--- src/rtl/wb_master_arbiter_if.sv ---
// Wishbone bundle between two requesting masters, the shared slave and the arbiter.
// The arbiter uses the slave modport; the environment driving both sides uses master.
interface wb_master_arbiter_if #(
    parameter int AW = 32,
    parameter int DW = 32
);
    localparam int SW = DW / 8;

    logic [2*AW-1:0] m_wb_adr_i;
    logic [2*DW-1:0] m_wb_dat_i;
    logic [2*SW-1:0] m_wb_sel_i;
    logic [1:0]      m_wb_we_i;
    logic [1:0]      m_wb_stb_i;
    logic [1:0]      m_wb_cyc_i;
    logic [DW-1:0]   m_wb_dat_o;
    logic [1:0]      m_wb_ack_o;
    logic [1:0]      m_wb_err_o;

    logic [AW-1:0]   s_wb_adr_o;
    logic [DW-1:0]   s_wb_dat_o;
    logic [SW-1:0]   s_wb_sel_o;
    logic            s_wb_we_o;
    logic            s_wb_stb_o;
    logic            s_wb_cyc_o;
    logic [DW-1:0]   s_wb_dat_i;
    logic            s_wb_ack_i;
    logic            s_wb_err_i;

    modport slave (
        input  m_wb_adr_i, m_wb_dat_i, m_wb_sel_i, m_wb_we_i, m_wb_stb_i, m_wb_cyc_i,
        input  s_wb_dat_i, s_wb_ack_i, s_wb_err_i,
        output m_wb_dat_o, m_wb_ack_o, m_wb_err_o,
        output s_wb_adr_o, s_wb_dat_o, s_wb_sel_o, s_wb_we_o, s_wb_stb_o, s_wb_cyc_o
    );

    modport master (
        output m_wb_adr_i, m_wb_dat_i, m_wb_sel_i, m_wb_we_i, m_wb_stb_i, m_wb_cyc_i,
        output s_wb_dat_i, s_wb_ack_i, s_wb_err_i,
        input  m_wb_dat_o, m_wb_ack_o, m_wb_err_o,
        input  s_wb_adr_o, s_wb_dat_o, s_wb_sel_o, s_wb_we_o, s_wb_stb_o, s_wb_cyc_o
    );
endinterface

--- src/rtl/wb_master_arbiter.sv ---
// Two-master round-robin Wishbone arbiter; ownership lasts a whole CYC and a watchdog
// terminates strobes the slave never answers so a hung peripheral cannot lock the bus.
module wb_master_arbiter #(
    parameter int AW             = 32,
    parameter int DW             = 32,
    parameter int TIMEOUT_CYCLES = 255
) (
    input  logic                i_clk,
    input  logic                i_rst,
    wb_master_arbiter_if.slave  bus,
    output logic [1:0]          o_grant,
    output logic                o_timeout
);
    localparam int SW = DW / 8;
    localparam int CW = (TIMEOUT_CYCLES > 1) ? $clog2(TIMEOUT_CYCLES) : 1;
    localparam logic WD_EN = (TIMEOUT_CYCLES > 0);
    localparam logic [CW-1:0] WD_LIMIT = (TIMEOUT_CYCLES > 0) ? CW'(TIMEOUT_CYCLES - 1) : '0;

    typedef enum logic [1:0] {
        ST_IDLE = 2'd0,
        ST_OWN0 = 2'd1,
        ST_OWN1 = 2'd2
    } state_t;

    state_t        r_state;
    state_t        w_state_nxt;
    logic          r_last_owner;
    logic          w_last_owner_nxt;
    logic [CW-1:0] r_wd_cnt;
    logic [CW-1:0] w_wd_cnt_nxt;
    logic          r_timeout;

    logic          w_own;
    logic          w_owner;
    logic          w_owner_cyc;
    logic          w_owner_stb;
    logic          w_wait;
    logic          w_wd_fire;

    assign w_own       = (r_state != ST_IDLE);
    assign w_owner     = (r_state == ST_OWN1);
    assign w_owner_cyc = w_own & (w_owner ? bus.m_wb_cyc_i[1] : bus.m_wb_cyc_i[0]);
    assign w_owner_stb = w_own & (w_owner ? bus.m_wb_stb_i[1] : bus.m_wb_stb_i[0]);

    // Slave side follows the owner; the watchdog's terminating cycle forces CYC/STB low.
    assign bus.s_wb_adr_o = w_own ? (w_owner ? bus.m_wb_adr_i[AW +: AW] : bus.m_wb_adr_i[0 +: AW]) : '0;
    assign bus.s_wb_dat_o = w_own ? (w_owner ? bus.m_wb_dat_i[DW +: DW] : bus.m_wb_dat_i[0 +: DW]) : '0;
    assign bus.s_wb_sel_o = w_own ? (w_owner ? bus.m_wb_sel_i[SW +: SW] : bus.m_wb_sel_i[0 +: SW]) : '0;
    assign bus.s_wb_we_o  = w_own & (w_owner ? bus.m_wb_we_i[1] : bus.m_wb_we_i[0]);
    assign bus.s_wb_stb_o = w_owner_stb & ~r_timeout;
    assign bus.s_wb_cyc_o = w_owner_cyc & ~r_timeout;

    assign bus.m_wb_dat_o = bus.s_wb_dat_i;
    assign bus.m_wb_ack_o = {(r_state == ST_OWN1) & bus.s_wb_ack_i,
                             (r_state == ST_OWN0) & bus.s_wb_ack_i};
    assign bus.m_wb_err_o = {(r_state == ST_OWN1) & (bus.s_wb_err_i | r_timeout),
                             (r_state == ST_OWN0) & (bus.s_wb_err_i | r_timeout)};

    assign o_grant   = {r_state == ST_OWN1, r_state == ST_OWN0};
    assign o_timeout = r_timeout;

    // A same-cycle ACK or ERR removes the wait condition, so it always beats the watchdog.
    assign w_wait    = bus.s_wb_stb_o & bus.s_wb_cyc_o & ~bus.s_wb_ack_i & ~bus.s_wb_err_i;
    assign w_wd_fire = WD_EN & w_wait & (r_wd_cnt == WD_LIMIT);

    always_comb begin
        // NOTE: every combinational output gets a default first so no path can infer a latch.
        w_state_nxt      = r_state;
        w_last_owner_nxt = r_last_owner;
        w_wd_cnt_nxt     = '0;

        if (WD_EN && w_wait && !w_wd_fire) begin
            w_wd_cnt_nxt = r_wd_cnt + 1'b1;
        end

        case (r_state)
            ST_IDLE: begin
                if (bus.m_wb_cyc_i[0] && bus.m_wb_cyc_i[1]) begin
                    w_state_nxt = r_last_owner ? ST_OWN0 : ST_OWN1;
                end else if (bus.m_wb_cyc_i[0]) begin
                    w_state_nxt = ST_OWN0;
                end else if (bus.m_wb_cyc_i[1]) begin
                    w_state_nxt = ST_OWN1;
                end
            end
            ST_OWN0: begin
                if (!bus.m_wb_cyc_i[0]) begin
                    w_state_nxt      = ST_IDLE;
                    w_last_owner_nxt = 1'b0;
                end
            end
            ST_OWN1: begin
                if (!bus.m_wb_cyc_i[1]) begin
                    w_state_nxt      = ST_IDLE;
                    w_last_owner_nxt = 1'b1;
                end
            end
            default: w_state_nxt = ST_IDLE;
        endcase
    end

    always_ff @(posedge i_clk) begin
        // NOTE: sequential state uses non-blocking assignments so every register samples pre-edge values.
        if (i_rst) begin
            r_state      <= ST_IDLE;
            r_last_owner <= 1'b1;
            r_wd_cnt     <= '0;
            r_timeout    <= 1'b0;
        end else begin
            r_state      <= w_state_nxt;
            r_last_owner <= w_last_owner_nxt;
            r_wd_cnt     <= w_wd_cnt_nxt;
            r_timeout    <= w_wd_fire;
        end
    end
endmodule

--- src/flat_wrapper.sv ---
// flat-port wrapper written by rule: the top's interface ports become plain ports
module wb_master_arbiter_flat 
#(
    parameter int AW             = 32,
    parameter int DW             = 32,
    parameter int TIMEOUT_CYCLES = 255
)
  (i_clk, i_rst, o_grant, o_timeout, bus_m_wb_adr_i, bus_m_wb_dat_i, bus_m_wb_sel_i, bus_m_wb_we_i, bus_m_wb_stb_i, bus_m_wb_cyc_i, bus_s_wb_dat_i, bus_s_wb_ack_i, bus_s_wb_err_i, bus_m_wb_dat_o, bus_m_wb_ack_o, bus_m_wb_err_o, bus_s_wb_adr_o, bus_s_wb_dat_o, bus_s_wb_sel_o, bus_s_wb_we_o, bus_s_wb_stb_o, bus_s_wb_cyc_o);
  wb_master_arbiter_if #(.AW(AW), .DW(DW)) bus_i ();
  input  logic i_clk;
  input  logic i_rst;
  output logic [1:0] o_grant;
  output logic o_timeout;
  input wire logic [$bits(bus_i.m_wb_adr_i)-1:0] bus_m_wb_adr_i;
  input wire logic [$bits(bus_i.m_wb_dat_i)-1:0] bus_m_wb_dat_i;
  input wire logic [$bits(bus_i.m_wb_sel_i)-1:0] bus_m_wb_sel_i;
  input wire logic [$bits(bus_i.m_wb_we_i)-1:0] bus_m_wb_we_i;
  input wire logic [$bits(bus_i.m_wb_stb_i)-1:0] bus_m_wb_stb_i;
  input wire logic [$bits(bus_i.m_wb_cyc_i)-1:0] bus_m_wb_cyc_i;
  input wire logic [$bits(bus_i.s_wb_dat_i)-1:0] bus_s_wb_dat_i;
  input wire logic [$bits(bus_i.s_wb_ack_i)-1:0] bus_s_wb_ack_i;
  input wire logic [$bits(bus_i.s_wb_err_i)-1:0] bus_s_wb_err_i;
  output wire logic [$bits(bus_i.m_wb_dat_o)-1:0] bus_m_wb_dat_o;
  output wire logic [$bits(bus_i.m_wb_ack_o)-1:0] bus_m_wb_ack_o;
  output wire logic [$bits(bus_i.m_wb_err_o)-1:0] bus_m_wb_err_o;
  output wire logic [$bits(bus_i.s_wb_adr_o)-1:0] bus_s_wb_adr_o;
  output wire logic [$bits(bus_i.s_wb_dat_o)-1:0] bus_s_wb_dat_o;
  output wire logic [$bits(bus_i.s_wb_sel_o)-1:0] bus_s_wb_sel_o;
  output wire logic [$bits(bus_i.s_wb_we_o)-1:0] bus_s_wb_we_o;
  output wire logic [$bits(bus_i.s_wb_stb_o)-1:0] bus_s_wb_stb_o;
  output wire logic [$bits(bus_i.s_wb_cyc_o)-1:0] bus_s_wb_cyc_o;
  assign bus_i.m_wb_adr_i = bus_m_wb_adr_i;
  assign bus_i.m_wb_dat_i = bus_m_wb_dat_i;
  assign bus_i.m_wb_sel_i = bus_m_wb_sel_i;
  assign bus_i.m_wb_we_i = bus_m_wb_we_i;
  assign bus_i.m_wb_stb_i = bus_m_wb_stb_i;
  assign bus_i.m_wb_cyc_i = bus_m_wb_cyc_i;
  assign bus_i.s_wb_dat_i = bus_s_wb_dat_i;
  assign bus_i.s_wb_ack_i = bus_s_wb_ack_i;
  assign bus_i.s_wb_err_i = bus_s_wb_err_i;
  assign bus_m_wb_dat_o = bus_i.m_wb_dat_o;
  assign bus_m_wb_ack_o = bus_i.m_wb_ack_o;
  assign bus_m_wb_err_o = bus_i.m_wb_err_o;
  assign bus_s_wb_adr_o = bus_i.s_wb_adr_o;
  assign bus_s_wb_dat_o = bus_i.s_wb_dat_o;
  assign bus_s_wb_sel_o = bus_i.s_wb_sel_o;
  assign bus_s_wb_we_o = bus_i.s_wb_we_o;
  assign bus_s_wb_stb_o = bus_i.s_wb_stb_o;
  assign bus_s_wb_cyc_o = bus_i.s_wb_cyc_o;
  wb_master_arbiter #(.AW(AW), .DW(DW), .TIMEOUT_CYCLES(TIMEOUT_CYCLES)) u_core (.i_clk(i_clk), .i_rst(i_rst), .bus(bus_i), .o_grant(o_grant), .o_timeout(o_timeout));
endmodule
--- config.mk ---
export PLATFORM = sky130hd
export DESIGN_NAME = wb_master_arbiter_flat
export DESIGN_NICKNAME = d
export VERILOG_FILES = /design/src/rtl/wb_master_arbiter_if.sv /design/src/rtl/wb_master_arbiter.sv /design/src/flat_wrapper.sv
export SDC_FILE = /design/constraint.sdc
export NUM_CORES = 1
export LEC_CHECK = 0
export CAP_MARGIN = 40
export CORE_AREA = 2 2 113 115
export DETAILED_ROUTE_END_ITERATION = 10
export DIE_AREA = 0 0 115 117
export PLACE_DENSITY = 0.66
export SLEW_MARGIN = 20
export SYNTH_ARGS = -nofsm -noshare
export SYNTH_HDL_FRONTEND = slang
export SYNTH_SLANG_ARGS = --single-unit
--- constraint.sdc ---
create_clock -name i_clk -period 1.35 [get_ports i_clk]
set_input_delay 0.3375 -clock i_clk [delete_from_list [all_inputs] [get_ports i_clk]]
set_output_delay 0.3375 -clock i_clk [all_outputs]
set_load 0.1 [all_outputs]
* Word level (Yosys, flattened, before mapping) *
Index checks and enable logic that the tools add are counted.

storage, ports and cells
  memories kept = 0
  bits in registers = 12
  memory bits (writable) = 0
  bits of input ports = 178
  latch bits = 0
  memory bits (read-only) = 0

operators by class
  $lt $le $gt $ge = 0
  multiplexer cells = 19
  bitwise logic cells = 18
  div/mod/pow operators = 0
  add/subtract/negate cells = 1
  multipliers = 0
  equal/unequal tests = 6
  reductions and logical operators = 9
  shift-type cells = 0

operators with widths
  operator                                                                 number
  32-bit two-way mux                                                       4
  1-bit AND                                                                13
  2-bit two-way mux                                                        6
  8-bit by 1-bit adder with 8-bit output, second input constant            1
  8-bit equality test, second input constant                               1
  4-bit two-way mux                                                        2
  2-bit one-hot mux with 3 select lines                                    1
  3-bit AND reduction                                                      2
  1-bit two-way mux                                                        5
  2-bit inequality test, second input constant                             2
  4-bit by 3-bit inequality test with 1-bit output, second input constant  1
  1-bit NOT                                                                4
  2-bit nonzero test                                                       2
  2-bit by 1-bit equality test with 1-bit output, second input constant    1
  2-bit equality test, second input constant                               1
  1-bit logical AND                                                        2
  2-bit logical NOT                                                        1
  1-bit one-hot mux with 2 select lines                                    1
  2-bit OR reduction                                                       1
  1-bit logical NOT                                                        1
  1-bit OR                                                                 1

* Depth between registers and ports, before layout *
  word-level depth = 12
  depth in mapped cells = 5

* Worst setup path before layout *
No wires, ideal clock.

  path kind = flip-flop to output port
  from = register u_core.r_state[0]
  to = output bus_m_wb_ack_o[0]
  cell stages (with the launch flop) = 4
  required time = 1.013 ns
  data arrival time = 2.882 ns
  path slack = -1.870 ns
  cells stage by stage = dfxtp_1 -> buf_4 -> nor2b_1 -> and2_1

between the ends
  longest elaborated chain between the ends = 2

RTL lines
  element                                         RTL line                  source
  from (decl)                                     wb_master_arbiter.sv:25   state_t r_state;
  from (signal assigned)                          wb_master_arbiter.sv:110  r_state <= w_state_nxt;
  2-bit by 1-bit equality test with 1-bit output  n/a
  net o_grant[0]                                  flat_wrapper.sv:12        output logic [1:0] o_grant;
  1-bit AND                                       wb_master_arbiter.sv:55   (r_state == ST_OWN0) & bus.s_wb_ack_i};
  to (decl)                                       flat_wrapper.sv:24        output wire logic [$bits(bus_i.m_wb_ack_o)-1:0] bus_m_wb_ack_o;

The timed path passes the listed nets, and every way through them passes these cells.

* Worst setup path after layout *
  from = register u_core.r_state[0]
  to = output bus_s_wb_adr_o[8]

between the ends
  longest elaborated chain between the ends = 3
  elaborated cells between the ends (all ways) = 4
  classes of those cells = eq/ne: 1; mux: 2; reduce/logical: 1

RTL lines
  element                 RTL line                 source
  2-bit equality test     wb_master_arbiter.sv:41  assign w_owner = (r_state == ST_OWN1);
  32-bit two-way mux      wb_master_arbiter.sv:46  assign bus.s_wb_adr_o = w_own ? (w_owner ? bus.m_wb_adr_i[AW +: AW] : bus.m_wb_adr_i[0 +: AW]) : '0;
  32-bit two-way mux (*)  wb_master_arbiter.sv:46
  to (decl)               flat_wrapper.sv:26       output wire logic [$bits(bus_i.s_wb_adr_o)-1:0] bus_s_wb_adr_o;

Mark *: on every way between the ends. The rest lies on a longest branch, timed or not.

==> key figures <==
STA
  • Fmax: 0.5594 GHz
  • Clock Skew: 0.0005083 ns
  • Final Hold Fails: 0
  • Slew headroom: 81.45%
  • Worst Tran Pin Value: 0.2782 ns
  • Max Slew Vio Count: 0
  • Period Utilization, post-route: 132.4%
  • Fin worst setup slack: -0.4377 ns
  • RSZ-0062 raised after global routing: true
  • Min cycle time layout: 1.788 ns
  • Setup violators final: 85

Pwr
  • Cell Pwr Density: 712.7 mW/mm^2
  • Total power: 3.851 mW
  • Maximum VDD drop: 0.4218 mV
  • Pleak: 2.221 nW

Route
  • Starting DRT DRC Count: 41
  • DRT Pass-1 Iters: 4
  • Routed wire length: 10180 um
  • DR vias/cell: 4.279
  • DR DRC count: 0
  • Vias: 2289
  • Final ANT Viol Nets: 0
  • DR WL/cell: 19.02 um

Yosys
  • Unique cell type count in the Yosys netlist: 30
  • Post-synthesis net count: 358
  • Synth Instances: 178
  • Mapped cell area: 0.001510 mm^2
  • Sequential fraction of the synthesis area: 15.91%
  • Flops & latches, synth: 12
  • Share of the synthesized area in the top cell type: 40.60%
  • Yosys top cell by area: a22o_1
  • Mapped Avg Cell Area: 8.484 um^2
  • Top post-synthesis cells by area: a22o_1 41%, buf_4 17%, dfxtp_1 16%, xor2_1 2.9%, buf_2 2.7%
  • Yosys Warn Count: 0

Floorplanning
  • Die X-Extent: 115 um
  • Ports: 288
  • Initial core utilization: 12.27%
  • Core Rows: 41
  • Core area: 0.01231 mm^2
  • Chip height: 117 um
  • Die area: 0.01346 mm^2

Place
  • Detailed Place HPWL: 7418 um
  • Placed Cells: 521
  • Pre-CTS WS: -0.3212 ns
  • IO buf count: 223
  • Gpl congestion: 0.7611

Worst hold path
  • Hold WC Path Type: reg2reg
  • Hold Path Cell Cnt: 1

Finish
  • Nets: 566
  • Area grow syn2layout: 257.8%
  • Number of fillers in the final layout: 1103
  • Share of layout cells above drive strength 1: 47.53%
  • Post-Route Utilization: 43.89%
  • Post-Layout Cell Count: 535
  • Antenna Cells: 0

Critical path
  • CP endpoint kind: output port
  • Max FO, Critical Path: 18
  • CP arrival: 1.45 ns
  • Type of the worst setup path: reg2out
  • Critical path required time: 1.01 ns
  • R2R cell count: 7
  • Worst Setup Start Kind: flip-flop

Job
  • Max_cap viols: 0

Clock tree
  • CTS Hold Buffers Added: 0
  • Total clock buffers created by CTS: 3
  • Max H-tree Level: 1
  • Worst-case clock buffer depth: 2
  • Clk root buf: clkbuf_16
  • CTS tree: done
  • Clock Latency Late Sink: 0.24 ns
  • Clk slew on worst S/H paths: 0.04 ns
  • Clock sinks: 12

Global route
  • Vias in the first global route: 2421
  • Tot GR Track Use: 13.33%
  • Largest net degree at the start of global routing: 26
  • Initial antenna violation count: 0
  • First-pass GRT wire length: 13770 um
  • GR Overflow Total: 0

Outcome
  • Failing checks: setup timing
  • Status: complete, but fails checks
## final timing paths
kind / slack (ns) / start / endpoint
worst max-delay path: -0.44 / u_core.r_state[0]$_SDFFE_PP0P_ / bus_s_wb_adr_o[8]
worst min-delay path: 0.51 / u_core.r_last_owner$_SDFFE_PP1P_ / u_core.r_state[1]$_SDFFE_PP0P_
worst max register to register: -0.15 / u_core.r_state[0]$_SDFFE_PP0P_ / u_core.r_wd_cnt[6]$_SDFF_PP0_
worst min register to register: 0.51 / u_core.r_last_owner$_SDFFE_PP1P_ / u_core.r_state[1]$_SDFFE_PP0P_
## cell usage after synthesis, drive strengths merged
cell type and count:
a22oi 1, ha 2, and3 1, a22o 70, clkbuf 6, and4 1, nor2 10, and2 2
nor4b 1, nand4 2, inv 2, nand3 3, xor2 5, nor2b 3, nor4 1, dfxtp 12
nor3 1, o21a 2, a21o 1, xnor2 1, nand2b 1, o21bai 1, buf 43, a311oi 1
nand2 3, nand4b 1, o21ai 1
## critical path: stages, from the launching register on
cell,delay (ns)
dfxtp_4,0.35
nor2b_4,0.15
buf_6,0.15
buf_12,0.17
a22o_1,0.19
buf_12,0.18
## metrics by stage
step	TNS (ns)	hold WS [ns]	area, um^2
final	-30.01	0.5094	5404
after CTS	-30.90	0.4983	5215
after global placement	-15.09	0.4676	4638
after floorplan	-38.49	0.4069	1578
after global routing	-34.24	0.5338	5404
after detailed placement	-15.57	0.4763	4638
## routing by layer
layer	track usage [%]	part of all wire, %	up-vias
li1	-	-	1078
met1	15.01	37	1084
met2	25.18	53	112
met3	2.729	7.3	15
met4	4.177	2.0	0
met5	0	0	-
## area by class of cell
type                    instances  area, um^2  share of cell area, %
inverters                       2       7.507                 0.1389
clock buffers                   4       88.84                  1.644
repair buffers                252        3452                  63.88
well taps                     150       187.7                  3.473
flip-flops and latches         12       246.5                  4.561
multi-input cells             115        1421                  26.30
## cell usage in the layout, fill, tap and decap left out, types with 3 or more instances in the layout
cell,instances
buf_12,82
clkbuf_16,6
buf_6,5
xor2_1,5
buf_16,5
nor2_1,5
a22o_4,49
nand2_1,3
clkdlybuf4s50_1,145
a22o_1,16
a22o_2,5
nor2_2,4
dfxtp_1,9
nand3_1,3
buf_4,12
nor2b_4,3
## report_power, final
group	internal (mW)	switching [mW]
clock network	0.447	0.156
logic	1.29	1.59
registers	0.361	0.00534
total	2.10	1.75
## flip-flops by register name (all words and copies together), names as in the netlist
register and flops:
u_core.r_last_owner 1, u_core.o_timeout 1, u_core.r_state 2, u_core.r_wd_cnt 8
## repair_timing
action / in CTS / in global routing
setup endpoints to repair: 85 / 86
gates cloned: 4 / 3
pin swaps: 38 / 17
buffers inserted: 5 / 1
resized for setup: 47 / 17
## logic make-up (layout without fill, tap and decap cells)
logic type / Yosys count / after routing / synth area share [%]
buf+inv: 51 / 258 / 22.29
flops: 12 / 12 / 15.91
fa+ha+maj: 2 / 2 / 1.657
compound gates: 77 / 77 / 44.32
xor+xnor: 6 / 6 / 3.480
simple gates: 30 / 30 / 12.34
No activity file was read; power rests on OpenSTA's default activity.
